--- src/rtl/source_sel_if.sv ---
// source_sel_if: front-panel buttons into the source-select controller,
// mux select and LED drives back out.
interface source_sel_if;
    logic       pb_next_n;
    logic       pb_mode_n;
    logic [1:0] sel;
    logic [1:0] indic;
    logic       led_auto;
    logic       blank;
    logic       sel_chg;

    modport master (
        output pb_next_n,
        output pb_mode_n,
        input  sel,
        input  indic,
        input  led_auto,
        input  blank,
        input  sel_chg
    );

    modport slave (
        input  pb_next_n,
        input  pb_mode_n,
        output sel,
        output indic,
        output led_auto,
        output blank,
        output sel_chg
    );
endinterface

--- src/rtl/source_sel_ctrl.sv ---
// source_sel_ctrl: debounced front-panel stepping of the 4:1 test-source
// mux select, with timed auto-scan and a blanking window on every change.

module source_sel_db #(
    parameter int DB_CYCLES = 1600000,
    parameter int DB_W      = 21
) (
    input  logic clk160,
    input  logic rst_n,
    input  logic btn_n,
    output logic press
);
    localparam logic [DB_W-1:0] DB_LAST = DB_W'(DB_CYCLES - 1);

    logic [1:0]      sync_q, sync_d;
    logic            stable_q, stable_d;
    logic            dly_q, dly_d;
    logic            press_q, press_d;
    logic [DB_W-1:0] cnt_q, cnt_d;

    // Synchronise, filter short glitches, then flag the 1->0 edge.
    always_comb begin
        sync_d   = {sync_q[0], btn_n};
        stable_d = stable_q;
        cnt_d    = '0;
        if (sync_q[1] != stable_q) begin
            if (cnt_q == DB_LAST) begin
                stable_d = sync_q[1];
            end else begin
                cnt_d = cnt_q + DB_W'(1);
            end
        end
        dly_d   = stable_q;
        press_d = dly_q & ~stable_q;
    end

    // Released is the idle level for every stage of the button path.
    always_ff @(posedge clk160 or negedge rst_n) begin
        if (!rst_n) begin
            sync_q   <= 2'b11;
            stable_q <= 1'b1;
            dly_q    <= 1'b1;
            press_q  <= 1'b0;
            cnt_q    <= '0;
        end else begin
            sync_q   <= sync_d;
            stable_q <= stable_d;
            dly_q    <= dly_d;
            press_q  <= press_d;
            cnt_q    <= cnt_d;
        end
    end

    assign press = press_q;
endmodule

module source_sel_ctrl #(
    parameter int DB_CYCLES = 1600000,
    parameter int DB_W      = 21,
    parameter int DWELL_CYC = 160000000,
    parameter int DWELL_W   = 28,
    parameter int BLANK_CYC = 64
) (
    input  logic         clk160,
    input  logic         rst_n,
    source_sel_if.slave  io
);
    localparam int BLK_W =
        (BLANK_CYC > 1) ? $clog2(BLANK_CYC) : 1;
    localparam logic [BLK_W-1:0] BLK_LAST =
        BLK_W'(BLANK_CYC - 1);
    localparam logic [DWELL_W-1:0] DWELL_LAST =
        DWELL_W'(DWELL_CYC - 1);

    typedef enum logic {
        S_HOLD,
        S_BLANK
    } state_t;

    state_t             state_q, state_d;
    logic [1:0]         sel_q, sel_d;
    logic               auto_q, auto_d;
    logic               blank_q, blank_d;
    logic               chg_q, chg_d;
    logic [BLK_W-1:0]   bcnt_q, bcnt_d;
    logic [DWELL_W-1:0] dwell_q, dwell_d;
    logic               next_press;
    logic               mode_press;
    logic               adv;

    source_sel_db #(
        .DB_CYCLES (DB_CYCLES),
        .DB_W      (DB_W)
    ) u_db_next (
        .clk160 (clk160),
        .rst_n  (rst_n),
        .btn_n  (io.pb_next_n),
        .press  (next_press)
    );

    source_sel_db #(
        .DB_CYCLES (DB_CYCLES),
        .DB_W      (DB_W)
    ) u_db_mode (
        .clk160 (clk160),
        .rst_n  (rst_n),
        .btn_n  (io.pb_mode_n),
        .press  (mode_press)
    );

    // Advance on a press or dwell expiry; hold off during the blank window.
    always_comb begin
        state_d = state_q;
        sel_d   = sel_q;
        auto_d  = auto_q;
        blank_d = blank_q;
        chg_d   = 1'b0;
        bcnt_d  = bcnt_q;
        dwell_d = '0;
        adv     = 1'b0;
        if (mode_press) begin
            auto_d = ~auto_q;
        end
        unique case (state_q)
            S_HOLD: begin
                adv = next_press |
                      (auto_q & (dwell_q == DWELL_LAST));
                if (adv) begin
                    sel_d   = sel_q + 2'd1;
                    chg_d   = 1'b1;
                    blank_d = 1'b1;
                    bcnt_d  = '0;
                    state_d = S_BLANK;
                end else if (auto_q && !mode_press) begin
                    dwell_d = dwell_q + DWELL_W'(1);
                end
            end
            S_BLANK: begin
                if (bcnt_q == BLK_LAST) begin
                    blank_d = 1'b0;
                    bcnt_d  = '0;
                    state_d = S_HOLD;
                end else begin
                    bcnt_d = bcnt_q + BLK_W'(1);
                end
            end
            default: begin
                state_d = S_HOLD;
            end
        endcase
    end

    // Controller state; reset drops any blank or change pulse at once.
    always_ff @(posedge clk160 or negedge rst_n) begin
        if (!rst_n) begin
            state_q <= S_HOLD;
            sel_q   <= 2'b00;
            auto_q  <= 1'b0;
            blank_q <= 1'b0;
            chg_q   <= 1'b0;
            bcnt_q  <= '0;
            dwell_q <= '0;
        end else begin
            state_q <= state_d;
            sel_q   <= sel_d;
            auto_q  <= auto_d;
            blank_q <= blank_d;
            chg_q   <= chg_d;
            bcnt_q  <= bcnt_d;
            dwell_q <= dwell_d;
        end
    end

    assign io.sel      = sel_q;
    assign io.indic    = sel_q;
    assign io.led_auto = auto_q;
    assign io.blank    = blank_q;
    assign io.sel_chg  = chg_q;
endmodule

--- src/flat_wrapper.sv ---
// flat-port wrapper written by rule: the top's interface ports become plain ports
module source_sel_ctrl_flat 
#(
    parameter int DB_CYCLES = 1600000,
    parameter int DB_W      = 21,
    parameter int DWELL_CYC = 160000000,
    parameter int DWELL_W   = 28,
    parameter int BLANK_CYC = 64
)
  (clk160, rst_n, io_pb_next_n, io_pb_mode_n, io_sel, io_indic, io_led_auto, io_blank, io_sel_chg);
  source_sel_if io_i ();
  input  logic clk160;
  input  logic rst_n;
  input wire logic [$bits(io_i.pb_next_n)-1:0] io_pb_next_n;
  input wire logic [$bits(io_i.pb_mode_n)-1:0] io_pb_mode_n;
  output wire logic [$bits(io_i.sel)-1:0] io_sel;
  output wire logic [$bits(io_i.indic)-1:0] io_indic;
  output wire logic [$bits(io_i.led_auto)-1:0] io_led_auto;
  output wire logic [$bits(io_i.blank)-1:0] io_blank;
  output wire logic [$bits(io_i.sel_chg)-1:0] io_sel_chg;
  assign io_i.pb_next_n = io_pb_next_n;
  assign io_i.pb_mode_n = io_pb_mode_n;
  assign io_sel = io_i.sel;
  assign io_indic = io_i.indic;
  assign io_led_auto = io_i.led_auto;
  assign io_blank = io_i.blank;
  assign io_sel_chg = io_i.sel_chg;
  source_sel_ctrl #(.DB_CYCLES(DB_CYCLES), .DB_W(DB_W), .DWELL_CYC(DWELL_CYC), .DWELL_W(DWELL_W), .BLANK_CYC(BLANK_CYC)) u_core (.clk160(clk160), .rst_n(rst_n), .io(io_i));
endmodule
--- config.mk ---
export PLATFORM = sky130hd
export DESIGN_NAME = source_sel_ctrl_flat
export DESIGN_NICKNAME = d
export VERILOG_FILES = /design/src/rtl/source_sel_if.sv /design/src/rtl/source_sel_ctrl.sv /design/src/flat_wrapper.sv
export SDC_FILE = /design/constraint.sdc
export NUM_CORES = 1
export LEC_CHECK = 0
export CAP_MARGIN = 20
export CORE_ASPECT_RATIO = 0.75
export CORE_MARGIN = 2
export CORE_UTILIZATION = 66
export DETAILED_ROUTE_END_ITERATION = 10
export PLACE_DENSITY_LB_ADDON = 0.3
export SYNTH_ARGS = -nofsm -noshare
export SYNTH_HDL_FRONTEND = slang
export SYNTH_SLANG_ARGS = --single-unit
--- constraint.sdc ---
create_clock -name clk160 -period 5.3 [get_ports clk160]
set_input_delay 0.795 -clock clk160 [delete_from_list [all_inputs] [get_ports clk160]]
set_output_delay 0.795 -clock clk160 [all_outputs]
set_load 0.01 [all_outputs]
==> flow_metrics.env <==
export IMPL_synth_avg_cell_area_um2=10.1
export IMPL_fin_area_mm2=0.00479
export IMPL_cts_root_buf="clkbuf_8"
export IMPL_worstMarginPinSlew_ns=0.772
export IMPL_rsz0062_at_grt="no"
export IMPL_period_needed_ns=2.33
export IMPL_most_common_layout_cells="dfrtp_1 (84), nor2_1 (48), nand2_1 (25), nand3_1 (25), a21oi_1 (25)"
export IMPL_num_antenna_cells=0
export IMPL_synth_seq_cells=92
export IMPL_p_per_area_mw_per_mm2=249
export IMPL_cp_cell_sequence="ha_1 > nand4_4 > or4_4 > o211ai_4 > nor2_1"
export IMPL_maxCapViolCount=0
export IMPL_syn_cell_area_mm2=0.00444
export IMPL_hpwl_um=5510
export IMPL_drv_slew=0
export IMPL_cts_made_buffers=9
export IMPL_ant_nets=0
export IMPL_io_pins=11
export IMPL_ir_drop_mv=0.187
export IMPL_routed_via_density=6.15
export IMPL_synth_yosys_warnings=0
export IMPL_post_route_util_pct=74.6
export IMPL_start_kind="flip-flop"
export IMPL_num_rows=25
export IMPL_final_period_utilization_pct=44.0
export IMPL_leakagePower_uw=0.00191
export IMPL_swShare_pct=21.8
export IMPL_relSlewSlack_pct=48.5
export IMPL_placed_cell_area_mm2=0.00460
export IMPL_hold_violations=0
export IMPL_cts_resized=0
export IMPL_synth_edff_count=0
export IMPL_grt_pass1_wl_um=14100
export IMPL_hold_class="in2async"
export IMPL_crit_arrival_ns=2.55
export IMPL_cp_slowest_cell="o211ai_4"
export IMPL_worstSkewPairLatency_ns=0.36
export IMPL_fp_dieH_um=75.0
export IMPL_cts_max_level=3
export IMPL_pwr_share_clk_pct=37.7
export IMPL_drive_gt1_share_pct=8.81
export IMPL_synth_ff_type="dfrtp_1"
export IMPL_finalSetupViolCount=0
export IMPL_drtPass1Iterations=4
export IMPL_syn2layout_area_growth_pct=7.78
export IMPL_critPathKind="reg2reg"
export IMPL_finalNetCount=457
export IMPL_drt_iter0_markers=160
export IMPL_coreArea_mm2=0.00641
export IMPL_cp_max_fo=27
export IMPL_die_area_mm2=0.00741
export IMPL_cp_slowest_stage_delay_ns=0.61
export IMPL_fillCellCount=428
export IMPL_routed_wl_um=8140
export IMPL_synth_cells=438
export IMPL_die_w_um=98.7
export IMPL_vias=3291
export IMPL_wl_per_cell_um=15.2
export IMPL_place_congestion=0.888
export IMPL_comb_power_share_pct=2.5
export IMPL_mostFrequentLayoutCell="dfrtp_1"
export IMPL_path_clk_slew_ns=0.08
export IMPL_clockBufferDepth=2
export IMPL_cts_sinks=92
export IMPL_io_buffers=10
export IMPL_ys_types=48
export IMPL_yosysSeqAreaShare_pct=52.1
export IMPL_cp_data_required_time_ns=5.52
export IMPL_tns_ns=0
export IMPL_cts_tree="done"
export IMPL_cts_setup_buffers=0
export IMPL_seqPwrFrac_pct=59.8
export IMPL_grt_pass1_vias=3119
export IMPL_postSynth_asyncResetShare_pct=100
export IMPL_internal_power_uw=931
export IMPL_cts_hold_buf=0
export IMPL_clock_skew_final_ns=0.00409
export IMPL_timing_hold_ws_ns=0.332
export IMPL_status="finished, final reports clean"
export IMPL_antenna_found_initial=0
export IMPL_grt_use_total_pct=24.1
export IMPL_start_util_pct=69.2
export IMPL_end_kind="flip-flop"
export IMPL_syn_nets=446
export IMPL_drc_errors=0
export IMPL_grt_overflow=0
export IMPL_grt_max_degree=66
export IMPL_power_switching_uw=259
export IMPL_fmax_mhz=429
## area by class of cell
type | instances | area (um^2) | share of cell area [%]
timing repair buffer | 13 | 120 | 2.51
sequential | 92 | 2310 | 48.3
tap | 81 | 101 | 2.12
clock inverter | 5 | 52.6 | 1.10
multi-input combinational | 319 | 2020 | 42.1
clock buffer | 11 | 131 | 2.75
inverter | 14 | 52.6 | 1.10
## power by group through the flow
stage                     Combinational, uW  Clock [uW]  Sequential, uW
after floorplan                        10.9           0             725
after global placement                 29.4           0             726
after detailed placement               30.6           0             726
after CTS                              30.8         457             712
after global routing                   35.2         488             713
final                                  29.3         449             712
## flip-flops by register name, indices dropped and copies added (netlist names), 2 cells and up
name / cells
u_core.u_db_next.sync_q: 2
u_core.u_db_mode.sync_q: 2
u_core.u_db_mode.cnt_q: 21
u_core.bcnt_q: 6
u_core.dwell_q: 28
u_core.u_db_next.cnt_q: 21
u_core.io.indic: 2
## final timing paths
| check | cells after the start | end | from | slack, ns |
|---|---|---|---|---|
| hold reg to reg | 0 | u_core.u_db_mode.sync_q[1] | u_core.u_db_mode.sync_q[0] | 0.36 |
| hold / removal | 1 | u_core.dwell_q[22] | rst_n | 0.33 |
| min in group clk160 | 0 | u_core.u_db_mode.sync_q[1] | u_core.u_db_mode.sync_q[0] | 0.36 |
| max in group asynchronous | 2 | u_core.u_db_next.cnt_q[11] | rst_n | 3.88 |
| setup reg to reg | 5 | u_core.dwell_q[3] | u_core.dwell_q[0] | 2.97 |
| setup / recovery | 5 | u_core.dwell_q[3] | u_core.dwell_q[0] | 2.97 |
## per-layer routing
metal	global-route usage, %	share of wire (%)	vias up
met5	0	0	-
met2	38.3	47	67
met1	32.7	47	1612
met3	7.15	3.9	13
li1	-	-	1599
met4	8.07	1.5	0
## cells by family after synthesis
logic type	count (synthesis)	share of synthesized area, %
AND/OR/NAND/NOR	198	25.3
flip-flops	92	52.1
AO/OA/AOI/OAI	70	9.52
XOR/XNOR	43	8.48
buffers and inverters	27	2.54
multiplexers	4	0.958
adder cells (fa/ha/maj)	4	1.13
## metrics by stage
step           cells  setup slack [ns]  power [uW]
3_5_place_dp     519              2.98         757
5_1_grt          535              2.82        1240
6_report         535              2.97        1190
3_3_place_gp     519              3.04         755
2_1_floorplan    438              3.26         736
4_1_cts          535              2.98        1200
## critical path, delay by kind of cell, from the launching register on
kind / cells / cell delay [ns]
AOI/OAI and AO/OA: 1 / 0.61
adders and majority gates: 1 / 0.27
DFF: 1 / 0.41
and+or+nand+nor: 3 / 0.89
## cells in the mapped netlist, types with 4 or more instances
cell,instances,share of area (%)
or4_1,8,1.4
dfrtp_1,84,47
nor2_1,48,4.1
or4_4,4,1.0
ha_1,4,1.1
o31ai_1,6,1.0
nand3_1,25,2.8
inv_1,14,1.2
xor2_1,23,4.5
and3_1,5,0.70
dfstp_2,8,4.7
and4_1,7,1.4
xnor2_1,20,3.9
o21ai_0,26,2.9
nor3_1,4,0.45
nand4_1,19,2.7
clkbuf_1,7,0.59
nor2b_1,7,0.99
a21oi_1,25,2.8
or3_1,24,3.4
nor4_1,6,0.85
nand2_1,25,2.1
nor4bb_1,4,0.90
Power figures use the tool's default switching activity.
